[src/rtl/pe_array_ctrl.sv]
// pe_array_ctrl: run sequencer driving PE_Array_Busy/Inst_Addr for the PE array; Run_Cycles counter built only with PE_ARRAY_CTRL_PERF_CNT_EN
module pe_array_ctrl #(
  parameter int IM_AWIDTH = 8,
  parameter int ITER_WIDTH = 16,
  parameter int DRAIN_CYCLES = 4
) (
  input  logic                  Clk,
  input  logic                  Reset,
  input  logic                  Start,
  input  logic                  Abort,
  input  logic                  Pause,
  input  logic [IM_AWIDTH-1:0]  Inst_Num,
  input  logic [ITER_WIDTH-1:0] Iter_Num,
  output logic                  PE_Array_Busy,
  output logic [IM_AWIDTH-1:0]  Inst_Addr,
  output logic [ITER_WIDTH-1:0] Iter_Cnt,
  output logic                  Idle,
  output logic                  Done,
  output logic [31:0]           Run_Cycles
);
  typedef enum logic [1:0] {IDLE, RUN, DRAIN, DONE} state_t;
  localparam logic [7:0] DRAIN_LAST = 8'(DRAIN_CYCLES - 1);
  state_t state, state_nxt;
  logic [IM_AWIDTH-1:0] inst_num_q, addr_nxt;
  logic [ITER_WIDTH-1:0] iter_num_q, iter_nxt;
  logic [7:0] drain_cnt, drain_nxt;
  logic busy_nxt, start_ok, issue, last_inst, last_iter, run_end, drain_end;
  assign start_ok = state == IDLE && Start && !Abort;
  assign issue = state == RUN && PE_Array_Busy;
  assign last_inst = Inst_Addr == inst_num_q - IM_AWIDTH'(1);
  assign last_iter = Iter_Cnt == iter_num_q - ITER_WIDTH'(1);
  assign run_end = issue && last_inst && last_iter;
  assign drain_end = state == DRAIN && PE_Array_Busy && drain_cnt == DRAIN_LAST;
  always_ff @(posedge Clk) begin
    if (Reset) begin
      state <= IDLE;
      PE_Array_Busy <= 1'b0;
      Inst_Addr <= '0;
      Iter_Cnt <= '0;
      Idle <= 1'b1;
      Done <= 1'b0;
      drain_cnt <= '0;
      inst_num_q <= '0;
      iter_num_q <= '0;
    end else begin
      state <= state_nxt;
      PE_Array_Busy <= busy_nxt;
      Inst_Addr <= addr_nxt;
      Iter_Cnt <= iter_nxt;
      Idle <= state_nxt == IDLE;
      Done <= state_nxt == DONE;
      drain_cnt <= drain_nxt;
      if (start_ok) begin
        inst_num_q <= Inst_Num;
        iter_num_q <= Iter_Num;
      end
    end
  end
  always_comb begin
    state_nxt = Abort ? IDLE
      : state == IDLE ? (Start ? ((Inst_Num == '0 || Iter_Num == '0) ? DONE : RUN) : IDLE)
      : state == RUN ? (run_end ? (DRAIN_CYCLES > 0 ? DRAIN : DONE) : RUN)
      : state == DRAIN ? (drain_end ? DONE : DRAIN)
      : IDLE;
  end
  always_comb begin
    busy_nxt = (state_nxt == RUN || state_nxt == DRAIN) && (state == IDLE || !Pause);
    addr_nxt = (state != RUN || Abort || (issue && last_inst)) ? '0 : issue ? Inst_Addr + IM_AWIDTH'(1) : Inst_Addr;
    iter_nxt = (Abort || start_ok) ? '0 : (issue && last_inst && !last_iter) ? Iter_Cnt + ITER_WIDTH'(1) : Iter_Cnt;
    drain_nxt = state == DRAIN ? drain_cnt + {7'd0, PE_Array_Busy} : '0;
  end
`ifdef PE_ARRAY_CTRL_PERF_CNT_EN
  always_ff @(posedge Clk) begin
    if (Reset || start_ok) Run_Cycles <= '0;
    else if ((state == RUN || state == DRAIN) && Run_Cycles != '1) Run_Cycles <= Run_Cycles + 32'd1;
  end
`else
  assign Run_Cycles = '0;
`endif
endmodule

[config.mk]
export PLATFORM = sky130hd
export DESIGN_NAME = pe_array_ctrl
export DESIGN_NICKNAME = d
export VERILOG_FILES = /design/src/rtl/pe_array_ctrl.sv
export SDC_FILE = /design/constraint.sdc
export NUM_CORES = 1
export LEC_CHECK = 0
export ABC_AREA = 1
export CORE_MARGIN = 2
export CORE_UTILIZATION = 45
export DETAILED_ROUTE_END_ITERATION = 6
export DONT_BUFFER_PORTS = 1
export GPL_ROUTABILITY_DRIVEN = 0
export SYNTH_ARGS = -nofsm -noshare
export SYNTH_HDL_FRONTEND = slang
export SYNTH_SLANG_ARGS = --single-unit
[constraint.sdc]
create_clock -name Clk -period 2.2 [get_ports Clk]
set_clock_uncertainty 0.1 [all_clocks]
set_input_delay 0.11 -clock Clk [delete_from_list [all_inputs] [get_ports Clk]]
set_output_delay 0.11 -clock Clk [all_outputs]
set_load 0.01 [all_outputs]
Word level (Yosys, flattened, before mapping)
Index checks and enable logic that the tools add are counted.
{"block": "word_totals", "register_bits": 61, "in_bits": 29, "elab_cells": 57}
{"block": "op_classes", "addsub": 5, "n_eq_ne": 9, "n_mux": 8, "bitwise_logic": 1, "n_reduce_logical": 25}
{"op": "$add 16x1->16 const B", "count": 1}
{"op": "$eq 16x16->1", "count": 1}
{"op": "$logic_not 16->1", "count": 1}
{"op": "$sub 16x1->16 const B", "count": 1}
{"op": "$mux 2", "count": 7}
{"op": "$logic_and 1x1->1", "count": 9}
{"op": "$add 8x1->8", "count": 1}
{"op": "$add 8x1->8 const B", "count": 1}
{"op": "$eq 8x2->1 const B", "count": 1}
{"op": "$eq 8x8->1", "count": 1}
{"op": "$logic_not 8->1", "count": 1}
{"op": "$sub 8x1->8 const B", "count": 1}
{"op": "$eq 2x2->1 const B", "count": 3}
{"op": "$logic_or 1x1->1", "count": 6}
{"op": "$reduce_or 2->1", "count": 3}
{"op": "$eq 2x1->1 const B", "count": 2}
{"op": "$logic_not 2->1", "count": 2}
{"op": "$logic_not 1->1", "count": 3}
{"op": "$ne 2x1->1 const B", "count": 1}
{"op": "$mux 1", "count": 1}
{"op": "$not 1->1", "count": 1}

Depth between registers and ports, before layout
{"block": "logic_depth", "word_depth": 11, "mapped_depth": 19}

Worst setup path before layout
OpenSTA, ideal clock, no wires.
{"block": "synth_path", "kind": "flip-flop to flip-flop", "from": "register inst_num_q[0]", "to": "register Idle", "arrival_ns": 2.040, "required_ns": 1.977, "path_slack_ns": -0.063, "stages_incl_launch_ff": 14, "n_path_buf": 0, "synth_period_minus_slack_ns": 2.263, "cell_sequence": "dfxtp_1 > inv_1 > ha_1 > xnor2_1 > nor2_1 > nand2_1 > nor2_1 > nand4_1 > nor2_1 > nand3_1 > nand2_1 > nand2_1 > ha_1 > or2_2"}
{"block": "synth_via", "elab_chain_cells": 9}
{"element": "start: declaration", "line": "24", "source": "logic [IM_AWIDTH-1:0] inst_num_q, addr_nxt;"}
{"element": "start signal: assignment", "line": "54", "source": "inst_num_q <= Inst_Num;"}
{"element": "$sub 8x1->8", "line": "30", "source": "assign last_inst = Inst_Addr == inst_num_q - IM_AWIDTH'(1);"}
{"element": "$eq 8x8->1", "line": "30"}
{"element": "$logic_and 1x1->1 (2 in a row)", "line": "32", "source": "assign run_end = issue && last_inst && last_iter;"}
{"element": "$mux 2 (2 in a row)", "line": "62", "source": ": state == RUN ? (run_end ? (DRAIN_CYCLES > 0 ? DRAIN : DONE) : RUN)"}
{"element": "$mux 2", "line": "61", "source": ": state == IDLE ? (Start ? ((Inst_Num == '0 || Iter_Num == '0) ? DONE : RUN) : IDLE)"}
{"element": "$mux 2", "line": "60", "source": "state_nxt = Abort ? IDLE"}
{"element": "$logic_not 2->1", "line": "50", "source": "Idle <= state_nxt == IDLE;"}
{"element": "end signal: assignment", "line": "40", "source": "Idle <= 1'b1;"}
{"element": "end signal: assignment", "line": "50"}
{"element": "end: declaration", "line": "17", "source": "output logic Idle,"}
Every way passes these cells.
A chain may end at the register's enable or synchronous reset.

Worst setup path in the final report
{"block": "layout_path", "from": "register inst_num_q[1]", "to": "register Idle"}
The elaborated chain is that of the path after synthesis.

==> flow_metrics.env <==
export IMPL_grt_setup_unrepaired="true"
export IMPL_peakVddDrop_mv=0.405
export IMPL_worstSetupEndpointType="flip-flop"
export IMPL_finalNetCount=754
export IMPL_post_synth_inst_count=626
export IMPL_track_usage_pct=22.6
export IMPL_cts_sinks=61
export IMPL_drtIter0Drc=140
export IMPL_cts_path_max_buffers=2
export IMPL_antenna_cells=0
export IMPL_drc=0
export IMPL_finalWirelength_um=11500
export IMPL_die_area_sq_um=10000
export IMPL_cts_tree="built"
export IMPL_portBuffers=0
export IMPL_dpl_cell_area_sq_um=4570
export IMPL_grt_first_pass_wirelength_um=18200
export IMPL_r2r_cells=13
export IMPL_finalSetupViolations=0
export IMPL_relSlewSlack_pct=45.4
export IMPL_ioPinCount=88
export IMPL_worst_path_max_fanout=2
export IMPL_grt_max_degree=42
export IMPL_timing_rr_start="inst_num_q[1]"
export IMPL_fp_dieH_um=100
export IMPL_power_density_nw_per_um2=536
export IMPL_hold_path_class="in2reg"
export IMPL_core_sq_um=9110
export IMPL_ys_types=41
export IMPL_synth_edff_count=0
export IMPL_critPathArrivalTime_ns=2.32
export IMPL_worst_slack_ns=0.00634
export IMPL_viasPerCell=5.01
export IMPL_worstReg2RegEnd="Idle"
export IMPL_route_vias_total=4176
export IMPL_required_ns=2.33
export IMPL_period_share_pct=99.7
export IMPL_final_area_sq_um=5470
export IMPL_post_drt_wl_per_cell_um=13.8
export IMPL_status="finished with violations"
export IMPL_initial_utilization_pct=45.6
export IMPL_cts_inserted_buffers=9
export IMPL_ys_warn_count=0
export IMPL_crit_type="reg2reg"
export IMPL_min_from="Reset"
export IMPL_area_growth_pct=31.8
export IMPL_min_to="Done"
export IMPL_hold_violations=5
export IMPL_p_leak_uw=0.00233
export IMPL_insertion_delay_ns=0.35
export IMPL_ys_seq_area_share_pct=29.4
export IMPL_die_x_um=100
export IMPL_clkTransAtPathRegs_ns=0.08
export IMPL_ys_top_cells_by_area="dfxtp_1, nand2_1, nor2_1"
export IMPL_dpl_hpwl_um=8420
export IMPL_slew_viol_final=0
export IMPL_ys_seq_elements=61
export IMPL_violations="negative hold slack"
export IMPL_hold_path_depth=1
export IMPL_yosysTopAreaCellShare_pct=29.4
export IMPL_drv_cap=0
export IMPL_std_cell_rows=35
export IMPL_setup_tns_final_ns=0
export IMPL_synth_area_leader_cell="dfxtp_1"
export IMPL_grt_pass1_vias=4017
export IMPL_drtPass1Iterations=4
export IMPL_h_tree_depth=3
export IMPL_drtAntennaViolNets=0
export IMPL_whs_ns=-0.276
export IMPL_root_buffer="clkbuf_8"
export IMPL_synthFlopType="dfxtp_1"
export IMPL_antenna_found_initial=0
export IMPL_clock_fmax_ghz=0.456
export IMPL_drive_gt1_share_pct=25.9
export IMPL_syn_area_sq_um=4150
export IMPL_overflow=0
export IMPL_worst_pin_slew_ns=0.817
export IMPL_reg2reg_slack_ns=0.006
export IMPL_cp_start_kind="flip-flop"
export IMPL_finalCriticalPeriod_ns=2.19
export IMPL_syn_area_per_cell_sq_um=6.63
export IMPL_async_reset_ff_share_pct=0
export IMPL_place_ws_ns=-0.167
-- registers in the layout (all words and copies together) (netlist names) --
| name | flops |
|---|---|
| Inst_Addr | 8 |
| iter_num_q | 16 |
| Idle | 1 |
| drain_cnt | 8 |
| Iter_Cnt | 16 |
| PE_Array_Busy | 1 |
| inst_num_q | 8 |
| state | 2 |
| Done | 1 |
-- cells by family (layout without fill, tap and decap cells) --
kind of cell,after synthesis,after routing,share of synthesized area [%]
AOI/OAI and AO/OA,79,79,10.1
xor gates and xnor gates,39,39,8.23
adders and majority gates,8,8,2.41
buffers and inverters,119,184,14.3
DFF,61,61,29.4
other,1,32,0.0903
and+or+nand+nor,319,319,35.4
-- cell usage after synthesis, types with 12 or more instances --
| library cell | number |
|---|---|
| a21oi_1 | 39 |
| buf_4 | 33 |
| dfxtp_1 | 61 |
| inv_1 | 70 |
| nand2_1 | 129 |
| nand3_1 | 51 |
| nand4_1 | 13 |
| nor2_1 | 75 |
| nor3_1 | 12 |
| o21ai_0 | 34 |
| xnor2_1 | 19 |
| xor2_1 | 20 |
-- what timing repair did --
| item | 4_1_cts | 5_1_grt |
|---|---|---|
| endpoints found under the setup margin | 18 | 24 |
| hold endpoints to repair | 37 | 12 |
| gates cloned | 0 | 1 |
| hold buffers | 25 | 1 |
| pin swaps | 18 | 54 |
| resized for setup | 27 | 86 |
| buffers inserted | 4 | 2 |
-- where the power goes --
part | switching, uW | internal [uW] | total [uW]
clock network | 461 | 465 | 926
logic | 461 | 359 | 820
registers | 44.9 | 1140 | 1190
total | 967 | 1970 | 2930
-- worst max-delay path: stages, from the launching register on --
cell and delay [ns]:
dfxtp_2 0.35, inv_2 0.05, ha_4 0.24, xnor2_2 0.13, nor2_2 0.10, nand2_1 0.06
nor2_1 0.09, nand4_1 0.11, nor2_2 0.19, nand3_2 0.12, nand2_2 0.09, nand2_4 0.06
ha_4 0.16, or2_4 0.22
-- cells in the final DEF (no fill, tap or decap), drive strengths merged, types with 8 or more instances in the layout --
cell         instances
nand2              134
nor3                13
nor2                85
dlygate4sd3         26
ha                   8
inv                 70
dfxtp               61
conb                32
xnor2               19
buf                 70
xor2                20
nand3               53
nand4               13
a21oi               41
o21ai               36
clkbuf              13
-- cell type report --
class / instances / area (sq um)
Multi-Input combinational cell: 477 / 2790
Clock buffer: 12 / 155
Inverter: 71 / 269
Clock inverter: 4 / 22.5
Tap cell: 111 / 139
Sequential cell: 61 / 1230
Fill cell: 827 / 3640
Timing Repair Buffer: 97 / 861
-- metal layers --
layer	vias to the layer above	track usage [%]	share of wire, %	wire, um
met5	-	0	0	0
met4	0	10.0	3.0	341
met3	24	5.78	4.7	540
met2	90	41.1	53	6070
met1	1937	24.8	39	4520
li1	2125	-	-	-
-- through the flow --
| stage | hold slack (ns) | power [uW] | utilization (%) | std cells |
|---|---|---|---|---|
| after global placement | 0.0817 | 1850 | 50.2 | 785 |
| after floorplan | 0.145 | 1700 | - | 657 |
| after CTS | -0.280 | 2860 | 56.2 | 830 |
| after detailed placement | 0.0881 | 1860 | 50.2 | 785 |
| final | -0.276 | 2930 | 60.1 | 833 |
| after global routing | -0.296 | 3090 | 60.1 | 833 |
-- worst max path at each step --
stage	from	end	slack (ns)	depth (start not counted)
6_report	inst_num_q[1]	Idle	0.006	13
5_1_grt	inst_num_q[1]	PE_Array_Busy	-0.13	14
4_1_cts	iter_num_q[1]	PE_Array_Busy	-0.02	16
3_5_place_dp	iter_num_q[1]	PE_Array_Busy	-0.17	17
3_3_place_gp	iter_num_q[0]	Iter_Cnt[14]	-0.1	10
2_1_floorplan	iter_num_q[0]	Idle	0.001	16
No activity file was read; power rests on OpenSTA's default activity.
